==> src/rtl/md5_pkg.sv <==
// rtl/md5_pkg.sv - shared MD5 constants, scheduler state encoding and digest layout helpers
package md5_pkg;

    localparam int BLOCK_WORDS = 16;
    localparam int WORD_W      = 32;
    localparam int WADDR_W     = 4;
    localparam int DIGEST_W    = 128;

    localparam logic [WORD_W-1:0] MD5_IV_A = 32'h67452301;
    localparam logic [WORD_W-1:0] MD5_IV_B = 32'hefcdab89;
    localparam logic [WORD_W-1:0] MD5_IV_C = 32'h98badcfe;
    localparam logic [WORD_W-1:0] MD5_IV_D = 32'h10325476;

    // Digests travel as {d,c,b,a}, i.e. word a sits in the low 32 bits.
    localparam logic [DIGEST_W-1:0] MD5_IV = {MD5_IV_D, MD5_IV_C, MD5_IV_B, MD5_IV_A};

    typedef enum logic [2:0] {
        ST_IDLE  = 3'd0,
        ST_CLR   = 3'd1,
        ST_START = 3'd2,
        ST_WAIT  = 3'd3,
        ST_CMP   = 3'd4,
        ST_HALT  = 3'd5
    } sched_state_t;

    function automatic logic [DIGEST_W-1:0] pack_digest(
        input logic [WORD_W-1:0] a,
        input logic [WORD_W-1:0] b,
        input logic [WORD_W-1:0] c,
        input logic [WORD_W-1:0] d
    );
        return {d, c, b, a};
    endfunction

    // Select word 0=a, 1=b, 2=c, 3=d from a {d,c,b,a} digest.
    function automatic logic [WORD_W-1:0] digest_word(
        input logic [DIGEST_W-1:0] dg,
        input logic [1:0]          sel
    );
        logic [WORD_W-1:0] w;
        case (sel)
            2'd0:    w = dg[31:0];
            2'd1:    w = dg[63:32];
            2'd2:    w = dg[95:64];
            default: w = dg[127:96];
        endcase
        return w;
    endfunction

endpackage

==> src/rtl/msg_pingpong.sv <==
// rtl/msg_pingpong.sv - two-bank candidate block buffer with word-serial fill and crunch-side read port
module msg_pingpong
    import md5_pkg::*;
(
    input  logic               clk,
    input  logic               reset,
    input  logic               in_valid,
    output logic               in_ready,
    input  logic [WORD_W-1:0]  in_data,
    input  logic               halted,
    input  logic               release_bank,
    output logic               crunch_full,
    input  logic [WADDR_W-1:0] rd_addr,
    output logic [WORD_W-1:0]  rd_data
);

    logic [WORD_W-1:0]  bank_q [2][BLOCK_WORDS];
    logic [1:0]         full_q, full_d;
    logic               fill_ptr_q, fill_ptr_d;
    logic               crunch_ptr_q, crunch_ptr_d;
    logic [WADDR_W-1:0] wcnt_q, wcnt_d;
    logic               accept;

    // Fill-side handshake, bank release from the crunch side and pointer/flag updates.
    // A full bank is never filled, so set and clear never hit the same flag together.
    always_comb begin
        in_ready     = !full_q[fill_ptr_q] && !halted;
        accept       = in_valid && in_ready;
        full_d       = full_q;
        fill_ptr_d   = fill_ptr_q;
        crunch_ptr_d = crunch_ptr_q;
        wcnt_d       = wcnt_q;
        if (release_bank) begin
            full_d[crunch_ptr_q] = 1'b0;
            crunch_ptr_d         = ~crunch_ptr_q;
        end
        if (accept) begin
            wcnt_d = wcnt_q + 4'd1;
            if (wcnt_q == 4'(BLOCK_WORDS - 1)) begin
                full_d[fill_ptr_q] = 1'b1;
                fill_ptr_d         = ~fill_ptr_q;
            end
        end
    end

    // Control state; reset empties both banks and rewinds every pointer.
    always_ff @(posedge clk) begin
        if (reset) begin
            full_q       <= 2'b00;
            fill_ptr_q   <= 1'b0;
            crunch_ptr_q <= 1'b0;
            wcnt_q       <= '0;
        end else begin
            full_q       <= full_d;
            fill_ptr_q   <= fill_ptr_d;
            crunch_ptr_q <= crunch_ptr_d;
            wcnt_q       <= wcnt_d;
        end
    end

    // Word storage; contents need no reset because the full flags gate their use.
    always_ff @(posedge clk) begin
        if (!reset && accept) begin
            bank_q[fill_ptr_q][wcnt_q] <= in_data;
        end
    end

    assign crunch_full = full_q[crunch_ptr_q];
    assign rd_data     = bank_q[crunch_ptr_q][rd_addr];

endmodule

==> src/rtl/chunk_scheduler.sv <==
// rtl/chunk_scheduler.sv - sequences one MD5 cruncher over buffered candidate blocks and reports matches
module chunk_scheduler
    import md5_pkg::*;
#(
    parameter int IDX_W         = 32,
    parameter bit STOP_ON_MATCH = 1'b1
) (
    input  logic                clk,
    input  logic                reset,
    input  logic                in_valid,
    output logic                in_ready,
    input  logic [WORD_W-1:0]   in_data,
    input  logic [DIGEST_W-1:0] target,
    output logic                cr_reset,
    output logic                cr_start,
    input  logic                cr_done,
    input  logic [DIGEST_W-1:0] cr_digest,
    input  logic [WADDR_W-1:0]  cr_gaddr,
    output logic [WORD_W-1:0]   cr_mdata,
    output logic                res_valid,
    input  logic                res_ready,
    output logic                res_match,
    output logic [IDX_W-1:0]    res_index,
    output logic                halted
);

    sched_state_t     state_q, state_d;
    logic [IDX_W-1:0] seq_q, seq_d;
    logic             match_q, match_d;
    logic             first_q, first_d;
    logic             release_bank;
    logic             crunch_full;

    msg_pingpong u_buf (
        .clk          (clk),
        .reset        (reset),
        .in_valid     (in_valid),
        .in_ready     (in_ready),
        .in_data      (in_data),
        .halted       (halted),
        .release_bank (release_bank),
        .crunch_full  (crunch_full),
        .rd_addr      (cr_gaddr),
        .rd_data      (cr_mdata)
    );

    // State and datapath registers.
    always_ff @(posedge clk) begin
        if (reset) begin
            state_q <= ST_IDLE;
            seq_q   <= '0;
            match_q <= 1'b0;
            first_q <= 1'b0;
        end else begin
            state_q <= state_d;
            seq_q   <= seq_d;
            match_q <= match_d;
            first_q <= first_d;
        end
    end

    // Next state, digest comparison and bank release. The first WAIT cycle ignores
    // cr_done because the cruncher may still show done from its previous block.
    always_comb begin
        state_d      = state_q;
        seq_d        = seq_q;
        match_d      = match_q;
        first_d      = 1'b0;
        release_bank = 1'b0;
        case (state_q)
            ST_IDLE: begin
                if (crunch_full) state_d = ST_CLR;
            end
            ST_CLR: begin
                state_d = ST_START;
            end
            ST_START: begin
                state_d = ST_WAIT;
                first_d = 1'b1;
            end
            ST_WAIT: begin
                if (!first_q && cr_done) begin
                    match_d      = (cr_digest == target);
                    release_bank = 1'b1;
                    state_d      = ST_CMP;
                end
            end
            ST_CMP: begin
                if (res_ready) begin
                    seq_d = seq_q + IDX_W'(1);
                    if (match_q && STOP_ON_MATCH) begin
                        state_d = ST_HALT;
                    end else if (crunch_full) begin
                        state_d = ST_CLR;
                    end else begin
                        state_d = ST_IDLE;
                    end
                end
            end
            ST_HALT: begin
                state_d = ST_HALT;
            end
            default: begin
                state_d = ST_IDLE;
            end
        endcase
    end

    // Outputs. cr_reset follows the block reset so the cruncher is cleared with us;
    // cr_start is masked by reset so the two never coincide.
    always_comb begin
        cr_reset  = reset || (state_q == ST_CLR);
        cr_start  = !reset && (state_q == ST_START);
        res_valid = (state_q == ST_CMP);
        res_match = match_q;
        res_index = seq_q;
        halted    = (state_q == ST_HALT);
    end

endmodule

==> config.mk <==
export PLATFORM = sky130hd
export DESIGN_NAME = chunk_scheduler
export DESIGN_NICKNAME = d
export VERILOG_FILES = /design/src/rtl/md5_pkg.sv /design/src/rtl/msg_pingpong.sv /design/src/rtl/chunk_scheduler.sv
export SDC_FILE = /design/constraint.sdc
export NUM_CORES = 1
export LEC_CHECK = 0
export ABC_AREA = 1
export ABC_CLOCK_PERIOD_IN_PS = 4050
export BUFFER_PORTS_ARGS = -buffer_cell sky130_fd_sc_hd__buf_2
export CAP_MARGIN = 20
export CORE_MARGIN = 1.5
export CORE_UTILIZATION = 40
export DETAILED_ROUTE_END_ITERATION = 8
export HOLD_SLACK_MARGIN = 0.1
export PLACE_DENSITY_LB_ADDON = 0.08
export SKIP_CTS_REPAIR_TIMING = 1
export SKIP_LAST_GASP = 1
export SLEW_MARGIN = 15
export SYNTH_ARGS = -nofsm -noshare
export SYNTH_HDL_FRONTEND = slang
export SYNTH_SLANG_ARGS = --single-unit
==> constraint.sdc <==
create_clock -name clk -period 4.05 [get_ports clk]
set_input_delay 0.405 -clock clk [delete_from_list [all_inputs] [get_ports clk]]
set_output_delay 0.405 -clock clk [all_outputs]
set_load 0.05 [all_outputs]
# Yosys cells after proc, flatten, opt, wreduce, memory -nomap -nowiden
# Memories as Yosys holds them, arrays and structs flattened. A register that Yosys moved wholly into a read port is not among the register bits.
# Index checks and enable logic that the tools add are counted.
# totals
reg_bits	45
ram_bits	1024
input_bits	297
output_inout_bits	70
elab_cells	82
mem_count	1
# mem_list
name	words	width	rd	rd_ports_with_merged_regs	write_ports	line	rtl
u_buf.bank_q	2	512	1	1	1	msg_pingpong.sv:17	logic [WORD_W-1:0] bank_q [2][BLOCK_WORDS];
# classes
n_addsub	2
n_lt_le_gt_ge	7
n_eq_ne	10
mux	29
bitwise	7
reduce_logical	18
# ops
cell	count
$mux 512	1
$bmux 32 s4	1
$demux 32 s4	1
$eq 128x128->1	1
$mux 32	3
$add 32x1->32 const B	1
$pmux 3 s6	1
$mux 1	13
$mux 3	4
$ge 5x5->1 const B	2
$not 4->5	2
$logic_and 1x1->1	8
$eq 3x2->1 const B	2
$eq 3x3->1 const B	2
$mux 2	3
$reduce_and 2->1	3
$lt 5x1->1 const B	1
$add 4x1->4 const B	1
$eq 4x4->1 const B	1
$logic_not 1->1	4
$lt 1x2->1 const B	2
$ne 2x2->1 const B	2
$eq 3x1->1 const B	1
$logic_not 3->1	1
other kinds (9)	12

# Logic depth before layout (Yosys ltp)
# depth
depth_word	10
depth_mapped	12
ltp_nobuf	12

# Hierarchy
# A second synthesis with hierarchy kept.
# unflattened
cells_unflattened	4117
area_unflattened_um2	45875.2
# by_module_without_submodules
mod	instances	cells_per_inst	area_each_um2
msg_pingpong	1	3568	42299.3
chunk_scheduler	1	549	3575.9

# Least setup slack after synthesis
# Ideal clock, no wire load.
# synth_timing
path_type	register -> register
start	register state_q[1]
end	memory u_buf.bank_q[0][288] in the netlist's numbering (enable)
t_arrival_ns	3.519
setup_slack_ns	0.110
path_stages_with_launch	11
path_buffers	0
synth_period_minus_slack_ns	3.940
cell_sequence	dfxtp_1 -> inv_1 -> nand2_1 -> nor2_1 -> a211oi_2 -> nand2_2 -> nor2_4 -> inv_2 -> nor2_2 -> nand2_1 -> nor2_1
# synth_between
elab_chain_cells	7
# synth_rtl
item	line	rtl
start: declaration	chunk_scheduler.sv:27	sched_state_t state_q, state_d;
start signal: assignment	chunk_scheduler.sv:55	state_q <= state_d;
$eq 3x3->1	chunk_scheduler.sv:117	halted = (state_q == ST_HALT);
named net halted	chunk_scheduler.sv:24	output logic halted
$logic_not 1->1	msg_pingpong.sv:27	in_ready = !full_q[fill_ptr_q] && !halted;
$logic_and 1x1->1	msg_pingpong.sv:27	
named net in_ready	chunk_scheduler.sv:11	output logic in_ready,
$logic_and 1x1->1	msg_pingpong.sv:28	accept = in_valid && in_ready;
$logic_and 1x1->1	msg_pingpong.sv:63	if (!reset && accept) begin
$mux 1	msg_pingpong.sv:63	
$mux 512 (implied by the code)	msg_pingpong.sv:64	bank_q[fill_ptr_q][wcnt_q] <= in_data;
end: declaration	msg_pingpong.sv:17	
# The timed path passes the listed nets, and every way through them passes these cells.

==> impl_metrics.csv <==
group,metric,value,unit
clock_network,cts_tree,"built",
logic_synthesis,synth_area_per_cell,12.60,sq um
job,drv_cap,0,
power_and_ir_drop,p_int,18.27,mW
power_and_ir_drop,p_comb_share,6.0,%
die,rows,121,
detailed_routing,ant_nets,0,
power_and_ir_drop,p_switching,5.260,mW
timing,timing.final.max_slew_violations,0,
global_routing,grt_antenna_before_repair,14,
detailed_routing,wirelength,138200,um
clock_network,numClockSinks,1070,
logic_synthesis,synthMuxAreaShare,0,%
setup_path,critPathRequiredTime,3640,ps
placement,place_congestion,0.8509,
power_and_ir_drop,p_per_area,455.8,nW/um^2
clock_network,clk_path_buf_depth,3,
clock_network,cts-root-buf,"clkbuf_16",
logic_synthesis,synth-seq-area-share,72.12,%
timing,rsz0062_at_grt,"false",
setup_path,cp.arrival,3450,ps
logic_synthesis,synth_compound_area_share,12.53,%
timing,timing.fmax,0.2592,GHz
clock_network,numCtsBuffers,113,
placement,hpwl,76070,um
logic_synthesis,synthXorXnorAreaFrac,2.333,%
final_layout,areaGrowthSynthToFinish,17.52,%
power_and_ir_drop,swShare,22.36,%
timing,fin_setup_tns,0,ps
setup_path,startpoint_type,"flip-flop",
die,die_w,334.3,um
logic_synthesis,syn_area,43920,sq um
setup_path,crit_path_max_fanout,65,
power_and_ir_drop,power.share.clock,42.3,%
clock_network,htree_levels,3,
outcome,outcome,"complete, no violations",
timing,fin_crit_sh,95.26,%
die,core-area,108900,sq um
logic_synthesis,async_flop_share,0,%
placement,io_buffer_count,366,
detailed_routing,post_drt_wl_per_cell,25.73,um
placement,place_area,48030,sq um
logic_synthesis,ys_ff_latch,1070,
die,dieArea,111800,sq um
power_and_ir_drop,ir_worst_vdd,0.0003037,V
final_layout,drive_gt1_share,17.56,%
power_and_ir_drop,seqPwrFrac,51.7,%
timing,worst_pin_slew,885.8,ps
logic_synthesis,synthSimpleGateAreaFrac,9.650,%
logic_synthesis,synthFlopType,"edfxtp_1",
logic_synthesis,ys_types,39,
clock_network,clk_pin_slew,60,ps
setup_path,r2r_cells,11,
final_layout,design_area,51610,sq um
min_path,worst_hold_startpoint,"cr_done",
min_path,hp-class,"input pin to flip-flop",
placement,dp_worst_setup_slack,726.2,ps
final_layout,nets,4155,
detailed_routing,drt_iter0_markers,2926,
logic_synthesis,synthAdderAreaFrac,0.1425,%
setup_path,cp-end-kind,"output port",
timing,fin_ws,192.0,ps
detailed_routing,avgViaCountPerCell,5.559,
logic_synthesis,synthCells,3485,
die,initial_core_util,40.34,%
timing,period_minus_slack,3858,ps
setup_path,r2r_start,"state_q[1]$_SDFFE_PP0P_",
global_routing,grtUsageTotal,24.37,%
clock_network,clock_latency,690,ps
global_routing,grt_pass1_vias,28717,
logic_synthesis,synth_enable_flop_cells,1024,
logic_synthesis,synth_top_family_by_area,"compound AO/OA/AOI/OAI gates",
detailed_routing,vias,29853,
timing,slew_headroom,40.88,%
detailed_routing,drt_first_pass_iters,6,
global_routing,gr-total-overflow,0,
power_and_ir_drop,cellLeakagePower,17.42,nW
timing,finalHoldViolCount,0,
die,die_h,334.3,um
die,pin_count,367,
global_routing,grt_pass1_wl,199100,um
timing,finalSetupViolCount,0,
setup_path,critPathKind,"flip-flop to output port",
min_path,worstHoldPathCells,6,
logic_synthesis,synth_fp_nets,3787,
detailed_routing,drc_errors,0,
global_routing,grt_max_degree,111,
timing,skew,15.49,ps
logic_synthesis,yosys_warnings,0,
==> critical path: stages, from the launching register on <==
cell,delay [ps]
dfxtp_4,690
buf_12,300
buf_12,310
o21ai_0,140
o221ai_1,230
nand3_1,110
nand2_1,120
nor2_1,50
a21oi_1,340
buf_2,370
==> flip-flops by register name, indices dropped and copies added (netlist names), named ones only <==
signal	count
u_buf.bank_q	1024
res_index	32
first_q	1
state_q	3
u_buf.crunch_ptr_q	1
u_buf.wcnt_q	4
res_match	1
u_buf.full_q	2
u_buf.fill_ptr_q	1
==> cell families after synthesis <==
group	Yosys count
fa+ha+maj	5
xor+xnor	117
simple gates	1049
compound gates	927
buf+inv	317
flops	1070
==> layout by cell type (no fill, tap or decap), drive strengths merged, types with 6 or more instances in the layout <==
cell,count
o221ai,192
xnor2,94
inv,93
xor2,23
bufinv,6
nand3,102
edfxtp,1024
o21ai,568
buf,476
a21oi,69
nand4,17
nand2,192
o22ai,57
clkbuf,142
nor2,722
nor3,13
clkinv,62
a31oi,30
o21a,9
dfxtp,46
==> metal layers <==
metal	up-vias	global-route usage, %	wire length (um)
met2	860	37.83	63010
met1	15131	36.47	64880
met4	2	5.493	2911
met5	-	0	13
li1	13652	-	-
met3	208	3.125	7356
==> power by group through the flow <==
stage	combinational, mW	sequential, mW	clock (mW)
after CTS	1.41	12.2	10.1
after global placement	1.40	12.4	0
after floorplan	0.722	12.4	0
after global routing	1.52	12.2	10.6
after detailed placement	1.41	12.4	0
final	1.41	12.2	9.95
==> path summary, 6_finish.rpt <==
path                                    end  slack (ps)
min                 state_q[0]$_SDFFE_PP0P_         170
max                            cr_mdata[21]         190
min reg2reg      u_buf.full_q[0]$_SDFF_PP0_         480
max reg2reg  u_buf.bank_q[1][191]$_DFFE_PP_        1220
==> metrics by stage <==
step	power (mW)	hold slack (ps)	util (%)	cells
2_1_floorplan	13.13	450.1	-	3485
6_report	23.53	168.9	47.41	5370
5_1_grt	24.26	193.7	47.41	5368
3_3_place_gp	13.80	467.0	44.12	5149
3_5_place_dp	13.81	479.1	44.12	5149
4_1_cts	23.71	22.67	47.37	5363
==> cells in the mapped netlist, drive strengths merged, types with 13 or more instances <==
library cell | count | share of area, %
edfxtp | 1024 | 70
nor2 | 722 | 6.3
o21ai | 568 | 6.5
nand2 | 192 | 1.7
o221ai | 192 | 3.8
clkbuf | 119 | 1.0
buf | 106 | 1.4
nand3 | 102 | 1.2
xnor2 | 94 | 1.9
inv | 91 | 0.79
a21oi | 69 | 0.79
o22ai | 57 | 0.81
dfxtp | 46 | 2.1
a31oi | 30 | 0.43
xor2 | 23 | 0.46
nand4 | 17 | 0.24
nor3 | 13 | 0.16
==> cell type report <==
class,count,area (sq um)
tap,1414,1769
antenna,4,10.01
timing repair buffer,478,3187
sequential,1070,31680
inverter,92,376.6
clock inverter,72,490.5
fill,9803,57240
multi-input combinational,2098,11060
clock buffer,142,3043
(Power assumes the default switching activity.)
